==> src/rtl/if_stage.sv <==
// rtl/if_stage.sv - instruction fetch stage with SRAM-like request/response channel
// Tracks one outstanding fetch, buffers redirects and drops stale responses.
module if_stage #(
  parameter logic [31:0] RESET_PC = 32'h1C000000
) (
  input  logic        clk,
  input  logic        reset,
  input  logic        ds_allowin,
  input  logic [32:0] br_bus,
  input  logic        fs_flush_pipe,
  input  logic [31:0] ex_entry,
  output logic        fs_to_ds_valid,
  output logic [63:0] fs_to_ds_bus,
  output logic        inst_sram_req,
  output logic        inst_sram_wr,
  output logic [1:0]  inst_sram_size,
  output logic [3:0]  inst_sram_wstrb,
  output logic [31:0] inst_sram_addr,
  output logic [31:0] inst_sram_wdata,
  input  logic        inst_sram_addr_ok,
  input  logic        inst_sram_data_ok,
  input  logic [31:0] inst_sram_rdata
);

  typedef enum logic [1:0] {EMPTY, WAIT, HOLD} fs_state_t;

  fs_state_t   fs_state;
  logic [31:0] pf_pc;
  logic [31:0] fs_pc;
  logic [31:0] fs_inst;
  logic        redir_v;
  logic [31:0] redir_pc;
  logic        discard;

  logic        br_taken;
  logic [31:0] br_target;
  logic        redir;
  logic [31:0] redir_target;
  logic        req_accept;

  assign br_taken     = br_bus[32];
  assign br_target    = br_bus[31:0];
  assign redir        = fs_flush_pipe | br_taken;
  assign redir_target = fs_flush_pipe ? ex_entry : br_target;

  assign inst_sram_req   = (fs_state == EMPTY) & ~discard & ~reset;
  assign inst_sram_addr  = pf_pc;
  assign inst_sram_wr    = 1'b0;
  assign inst_sram_size  = 2'b10;
  assign inst_sram_wstrb = 4'b0000;
  assign inst_sram_wdata = 32'd0;
  assign req_accept      = inst_sram_req & inst_sram_addr_ok;

  // Zero-cycle path: data_ok in WAIT is offered to ID in the same cycle.
  assign fs_to_ds_valid = (((fs_state == WAIT) & inst_sram_data_ok) | (fs_state == HOLD))
                          & ~redir & ~reset;
  assign fs_to_ds_bus   = {((fs_state == HOLD) ? fs_inst : inst_sram_rdata), fs_pc};

  always_ff @(posedge clk or posedge reset) begin
    if (reset) begin
      fs_state <= EMPTY;
      pf_pc    <= RESET_PC;
      fs_pc    <= 32'd0;
      fs_inst  <= 32'd0;
      redir_v  <= 1'b0;
      redir_pc <= 32'd0;
      discard  <= 1'b0;
    end else begin
      case (fs_state)
        EMPTY: begin
          if (req_accept) begin
            if (redir || redir_v) begin
              // The accepted address is stale; its response must be dropped.
              discard <= 1'b1;
              redir_v <= 1'b0;
              pf_pc   <= redir ? redir_target : redir_pc;
            end else begin
              fs_pc    <= pf_pc;
              pf_pc    <= pf_pc + 32'd4;
              fs_state <= WAIT;
            end
          end else if (inst_sram_req && redir) begin
            redir_v  <= 1'b1;
            redir_pc <= redir_target;
          end else if (redir) begin
            pf_pc <= redir_target;
          end
          if (discard && inst_sram_data_ok) begin
            discard <= 1'b0;
          end
        end
        WAIT: begin
          if (redir) begin
            pf_pc    <= redir_target;
            fs_state <= EMPTY;
            discard  <= ~inst_sram_data_ok;
          end else if (inst_sram_data_ok) begin
            if (ds_allowin) begin
              fs_state <= EMPTY;
            end else begin
              fs_inst  <= inst_sram_rdata;
              fs_state <= HOLD;
            end
          end
        end
        HOLD: begin
          if (redir) begin
            pf_pc    <= redir_target;
            fs_state <= EMPTY;
          end else if (ds_allowin) begin
            fs_state <= EMPTY;
          end
        end
        default: fs_state <= EMPTY;
      endcase
    end
  end

endmodule

==> config.mk <==
export PLATFORM = sky130hd
export DESIGN_NAME = if_stage
export DESIGN_NICKNAME = d
export VERILOG_FILES = /design/src/rtl/if_stage.sv
export SDC_FILE = /design/constraint.sdc
export NUM_CORES = 1
export LEC_CHECK = 0
export CORE_AREA = 2 2 140 129
export CTS_BUF_LIST = sky130_fd_sc_hd__clkbuf_8
export DETAILED_ROUTE_END_ITERATION = 10
export DIE_AREA = 0 0 142 131
export GPL_TIMING_DRIVEN = 0
export PLACE_DENSITY = 0.74
export REMOVE_ABC_BUFFERS = 1
export SYNTH_ARGS = -nofsm -noshare
export SYNTH_HDL_FRONTEND = slang
export SYNTH_SLANG_ARGS = --single-unit
==> constraint.sdc <==
create_clock -name clk -period 5.6 [get_ports clk]
set_input_delay 1.68 -clock clk [delete_from_list [all_inputs] [get_ports clk]]
set_output_delay 1.68 -clock clk [all_outputs]
set_load 0.01 [all_outputs]
==> results.sh, run 1 <==
export IMPL_outcome="complete, no violations"
export IMPL_hold_violations=0
export IMPL_powerDensity_mw_per_mm2=406.7
export IMPL_finalSetupTns_ps=0
export IMPL_totalWireLength_um=20720
export IMPL_clock_sinks=132
export IMPL_vias_per_cell=5.608
export IMPL_drtIter0Drc=489
export IMPL_drtAntennaViolNets=0
export IMPL_setup_viol=0
export IMPL_ys_top_cells_by_count="dfrtp_1 (129), mux2_2 (107), a21oi_1 (49), nor2_1 (46), nand2_1 (45)"
export IMPL_synthFlopType="dfrtp_1"
export IMPL_cts_buffers=17
export IMPL_stdcell_count=1134
export IMPL_initial_core_util_pct=44.11
export IMPL_nFillCells=1513
export IMPL_die_width_um=142
export IMPL_ys_warn_count=0
export IMPL_worstPathMaxFanout=32
export IMPL_synth_cell_area_mm2=0.007591
export IMPL_fin_util_pct=57.76
export IMPL_cts_tree="done"
export IMPL_layout_nets=1015
export IMPL_dp_final_hpwl_um=14040
export IMPL_htree_levels=4
export IMPL_dr_pass1_iters=5
export IMPL_synth_most_common_cell="dfrtp_1"
export IMPL_yosysTopAreaCellShare_pct=42.53
export IMPL_synth_top_cells_by_area="dfrtp_1 (43%), mux2_2 (16%), buf_4 (4.2%)"
export IMPL_ctsHoldBuffers=0
export IMPL_drc_errors=0
export IMPL_relSlewSlack_pct=7.023
export IMPL_vias=6359
export IMPL_fin_crit_sh_pct=98.02
export IMPL_maxSlewViolCount=0
export IMPL_clock_latency_ps=440
export IMPL_finClkSkew_ps=14.29
export IMPL_fp_row_count=46
export IMPL_grt_max_degree=79
export IMPL_critPathKind="in2out"
export IMPL_root_buffer="clkbuf_8"
export IMPL_placedCellCount=1103
export IMPL_post_route_min_period_ps=5489
export IMPL_yosys_area_top_type="dfrtp_1"
export IMPL_clk_path_buf_depth=2
export IMPL_wl_per_cell_um=18.27
export IMPL_crit_required_ps=3920
export IMPL_ys_seq_elements=132
export IMPL_antenna_found_initial=0
export IMPL_postSynthAreaPerCell_um2=10.36
export IMPL_area_growth_pct=30.94
export IMPL_critPathLaunchType="input pin"
export IMPL_synth_cell_types=70
export IMPL_cp_data_arrival_time_ps=3810
export IMPL_antennaDiodeCount=0
export IMPL_die_area_mm2=0.01860
export IMPL_core_area_mm2=0.01721
export IMPL_total_power_mw=4.042
export IMPL_grt_pass1_vias=6189
export IMPL_seq_area_frac_synth_pct=43.56
export IMPL_max_freq_mhz=182.2
export IMPL_io_pins=240
export IMPL_die_h_um=131
export IMPL_synth_edf_count=0
export IMPL_maxCapViolations=0
export IMPL_grt_pass1_wl_um=32440
export IMPL_port_buffer_count=200
export IMPL_finalHoldWorstSlack_ps=479.8
export IMPL_synth_cells=733
export IMPL_hold_class="reg2reg"
export IMPL_worst_pin_slew_ps=1395
export IMPL_p_leak_nw=4.210
export IMPL_peakVddDrop_v=0.0002172
export IMPL_async_reset_ff_share_pct=100.0
export IMPL_drive_above_1_share_pct=18.08
export IMPL_cp_end_kind="output port"
export IMPL_globalRouteOverflowTotal=0
export IMPL_grt_setup_unrepaired="false"
export IMPL_clkTransAtPathRegs_ps=70
export IMPL_place_congestion=0.8156
export IMPL_grt_usage_pct=22.29
-- registers in the layout, indices dropped and copies added (netlist names) --
name and flops:
fs_pc 32, redir_pc 32, redir_v 1, fs_inst 32
discard 1, inst_sram_addr 32, fs_state 2
-- through the flow --
step	instance area [um2]	setup slack, ps
2_1_floorplan	7217	398.9
3_3_place_gp	9489	-1908
3_5_place_dp	9543	-308.0
4_1_cts	9937	141.6
5_1_grt	9940	20.28
6_report	9940	110.8
-- power by group --
group | switching, mW | leakage [nW] | internal [mW] | total, mW
Sequential | 0.354 | 1.61 | 1.36 | 1.71
Clock | 0.384 | 0.201 | 0.436 | 0.820
Combinational | 0.655 | 2.40 | 0.856 | 1.51
-- cell families (layout without fill, tap and decap cells) --
family | count (synthesis) | in the layout | share of synthesized area, %
compound gates | 163 | 163 | 14.24
xor+xnor | 5 | 5 | 0.5770
fa+ha+maj | 6 | 6 | 0.9889
buf+inv | 103 | 251 | 7.648
flops | 132 | 132 | 43.56
mux | 130 | 130 | 19.04
other cells | 2 | 39 | 0.09893
simple gates | 192 | 192 | 13.85
-- cell usage in the layout, fill, tap and decap left out, types with 18 or more instances in the layout --
cell type | synthesis | routed
nor2_1 | 46 | 46
mux2i_1 | 21 | 21
clkdlybuf4s50_1 | 0 | 198
a21oi_1 | 49 | 49
nand2_1 | 45 | 44
mux2_2 | 107 | 107
dfrtp_1 | 129 | 129
o21ai_0 | 30 | 30
conb_1 | 2 | 39
clkbuf_8 | 0 | 21
nand3_1 | 23 | 23
inv_1 | 18 | 18
-- layer usage --
layer | track usage (%) | wire (um) | up-vias
met5 | 0 | 0 | -
met4 | 8.000 | 346 | 0
met3 | 4.264 | 1220 | 26
met2 | 35.66 | 9755 | 238
met1 | 30.49 | 9398 | 3152
li1 | - | - | 2943
-- layout make-up --
class                      count  area, um2  share of cell area, %
clock buffer                  21      289.0                  2.908
clock inverter                10      106.4                  1.070
inverter                      18      72.57                 0.7301
multi-input combinational    535       3849                  38.72
sequential                   132       3307                  33.27
tap                          216      270.3                  2.719
timing repair buffer         202       2046                  20.58
-- worst paths after layout --
| check | start | endpoint | slack (ps) | cells past startpoint |
|---|---|---|---|---|
| min reg2reg | fs_pc[25] | fs_pc[25] | 480 | 2 |
| max in group asynchronous | reset | inst_sram_addr[28] | 2920 | 3 |
| min in group asynchronous | reset | fs_inst[16] | 1880 | 2 |
| max reg2reg | redir_v | fs_state[1] | 2550 | 4 |
| min | fs_pc[25] | fs_pc[25] | 480 | 2 |
| max | br_bus[32] | fs_to_ds_valid | 110 | 4 |
-- what timing repair did --
action / CTS / global route
buffers inserted: 0 / 0
endpoints found under the hold margin: 0 / 0
gates resized for setup: 1 / 0
endpoints found under the setup margin: 1 / 0
-- critical path: stages --
cell,delay (ps)
dlygate4sd2_1,1130
or2_4,390
nor3_1,70
clkdlybuf4s50_1,520
(Power assumes the default switching activity.)
==> run 2: changes to the inputs <==
- TNS_END_PERCENT: default -> 1
==> results of run 2 <==
No change in the layout: final DEF, timing and power equal those of run 1.
==> run 3: changes to the inputs <==
- PLACE_DENSITY: 0.74 -> 0.81
- clock period: 5.6 -> 6.5 ns (I/O delays scaled with it)
==> results.sh, run 3 (synthesized netlist as in run 1, its figures left out) <==
export IMPL_post_cts_buffers=0
export IMPL_grt_usage_pct=22.24
export IMPL_grt_setup_unrepaired="false"
export IMPL_layout_commonest_cell="clkdlybuf4s50_1"
export IMPL_drtIter0Drc=564
export IMPL_worst_hold_path_num_cells=2
export IMPL_relSlewSlack_pct=6.661
export IMPL_maxCapViolations=0
export IMPL_dr_pass1_iters=5
export IMPL_cts_buffers=17
export IMPL_setup_slack_ps=581.2
export IMPL_wl_per_cell_um=18.22
export IMPL_clock_sinks=132
export IMPL_grt_max_degree=86
export IMPL_max_freq_mhz=169.0
export IMPL_layout_nets=1015
export IMPL_post_route_min_period_ps=5919
export IMPL_cp_data_arrival_time_ps=3970
export IMPL_outcome="complete, no violations"
export IMPL_finalSetupTns_ps=0
export IMPL_clkTransAtPathRegs_ps=80
export IMPL_cp_end_kind="output port"
export IMPL_port_buffer_count=200
export IMPL_die_h_um=131
export IMPL_antennaDiodeCount=0
export IMPL_grt_pass1_wl_um=32150
export IMPL_maxSlewViolCount=0
export IMPL_dp_slack_ps=26.90
export IMPL_crit_required_ps=4550
export IMPL_globalRouteOverflowTotal=0
export IMPL_finClkSkew_ps=11.58
export IMPL_antenna_found_initial=0
export IMPL_clock_latency_ps=460
export IMPL_die_width_um=142
export IMPL_hp_start="fs_pc[24]"
export IMPL_rr_worst_depth=5
export IMPL_drtAntennaViolNets=0
export IMPL_critPathLaunchType="input pin"
export IMPL_die_area_mm2=0.01860
export IMPL_p_leak_nw=4.274
export IMPL_r2r_start="redir_v"
export IMPL_setup_viol=0
export IMPL_fin_crit_sh_pct=91.06
export IMPL_dp_final_hpwl_um=14100
export IMPL_htree_levels=4
export IMPL_vias_per_cell=5.593
export IMPL_core_area_mm2=0.01721
export IMPL_initial_core_util_pct=44.11
export IMPL_drc_errors=0
export IMPL_root_buffer="clkbuf_8"
export IMPL_vias=6348
export IMPL_critPathKind="in2out"
export IMPL_final_cell_mix="clkdlybuf4s50_1 (198), dfrtp_1 (129), mux2_2 (107)"
export IMPL_cts_tree="done"
export IMPL_worstPathMaxFanout=32
export IMPL_area_growth_pct=32.37
export IMPL_ff2ff_setup_slack_ps=3430
export IMPL_worst_pin_slew_ps=1398
export IMPL_fp_row_count=46
export IMPL_totalWireLength_um=20680
export IMPL_powerDensity_mw_per_mm2=363.9
export IMPL_worstHoldEndpoint="fs_pc[24]"
export IMPL_hold_class="reg2reg"
export IMPL_peakVddDrop_v=0.0001858
export IMPL_hold_violations=0
export IMPL_place_congestion=0.8030
export IMPL_io_pins=240
export IMPL_drive_above_1_share_pct=17.95
export IMPL_grt_pass1_vias=6243
export IMPL_worstReg2RegEnd="inst_sram_addr[9]"
export IMPL_clk_path_buf_depth=2
==> run 3: worst max-delay path, cell delays in order <==
cell and delay (ps):
dlymetal6s2s_1 1010, or2_4 390, nor3_1 80, clkdlybuf4s50_1 530
==> run 3: cell type report <==
class	count	area (um2)
repair buffers	202	2049
flip-flops and latches	132	3307
inverters	18	72.57
clock inverters	10	200.2
clock buffers	22	302.8
multi-input cells	535	3846
fillers	1462	7161
well taps	216	270.3
==> run 3: metrics by stage <==
step                hold slack [ps]  util [%]  power (mW)  instance area (um2)  instances
finish                        486.3     58.39       3.657                10050       1135
global route                  501.2     58.39       3.874                10050       1135
CTS                           493.1     58.38       3.678                10050       1135
detailed placement            475.6     55.45       2.790                 9543       1103
global placement              464.1     55.14       2.737                 9489       1101
floorplan                     464.4         -       2.139                 7217        685
==> run 3: metal layers <==
metal,GRT usage (%),up-vias,part of all wire [%]
met1,28.65,3065,43
met5,0,-,0
li1,-,2934,-
met2,35.92,305,47
met4,8.294,0,2.3
met3,6.341,44,8.0
==> run 3: timing repair <==
action | 4_1_cts | 5_1_grt
endpoints found under the hold margin | 0 | 0
hold buffers | 0 | 0
endpoints found under the setup margin | 0 | 1
gates resized for setup | 0 | 1
==> run 3: power by group <==
part / internal, mW / switching [mW]
combinational: 0.738 / 0.564
clock: 0.544 / 0.333
sequential: 1.17 / 0.308
total: 2.45 / 1.21
==> run 3: how the worst max path moves through the flow <==
| stage | startpoint | endpoint | slack (ps) | cells past startpoint |
|---|---|---|---|---|
| 5_1_grt | br_bus[32] | fs_to_ds_valid | 460 | 4 |
| 3_5_place_dp | br_bus[32] | fs_to_ds_valid | 30 | 4 |
| 3_3_place_gp | fs_flush_pipe | fs_to_ds_valid | -1340 | 4 |
| 4_1_cts | br_bus[32] | fs_to_ds_valid | 10 | 4 |
| 6_report | br_bus[32] | fs_to_ds_valid | 580 | 4 |
| 2_1_floorplan | reset | discard | 1030 | 1 |
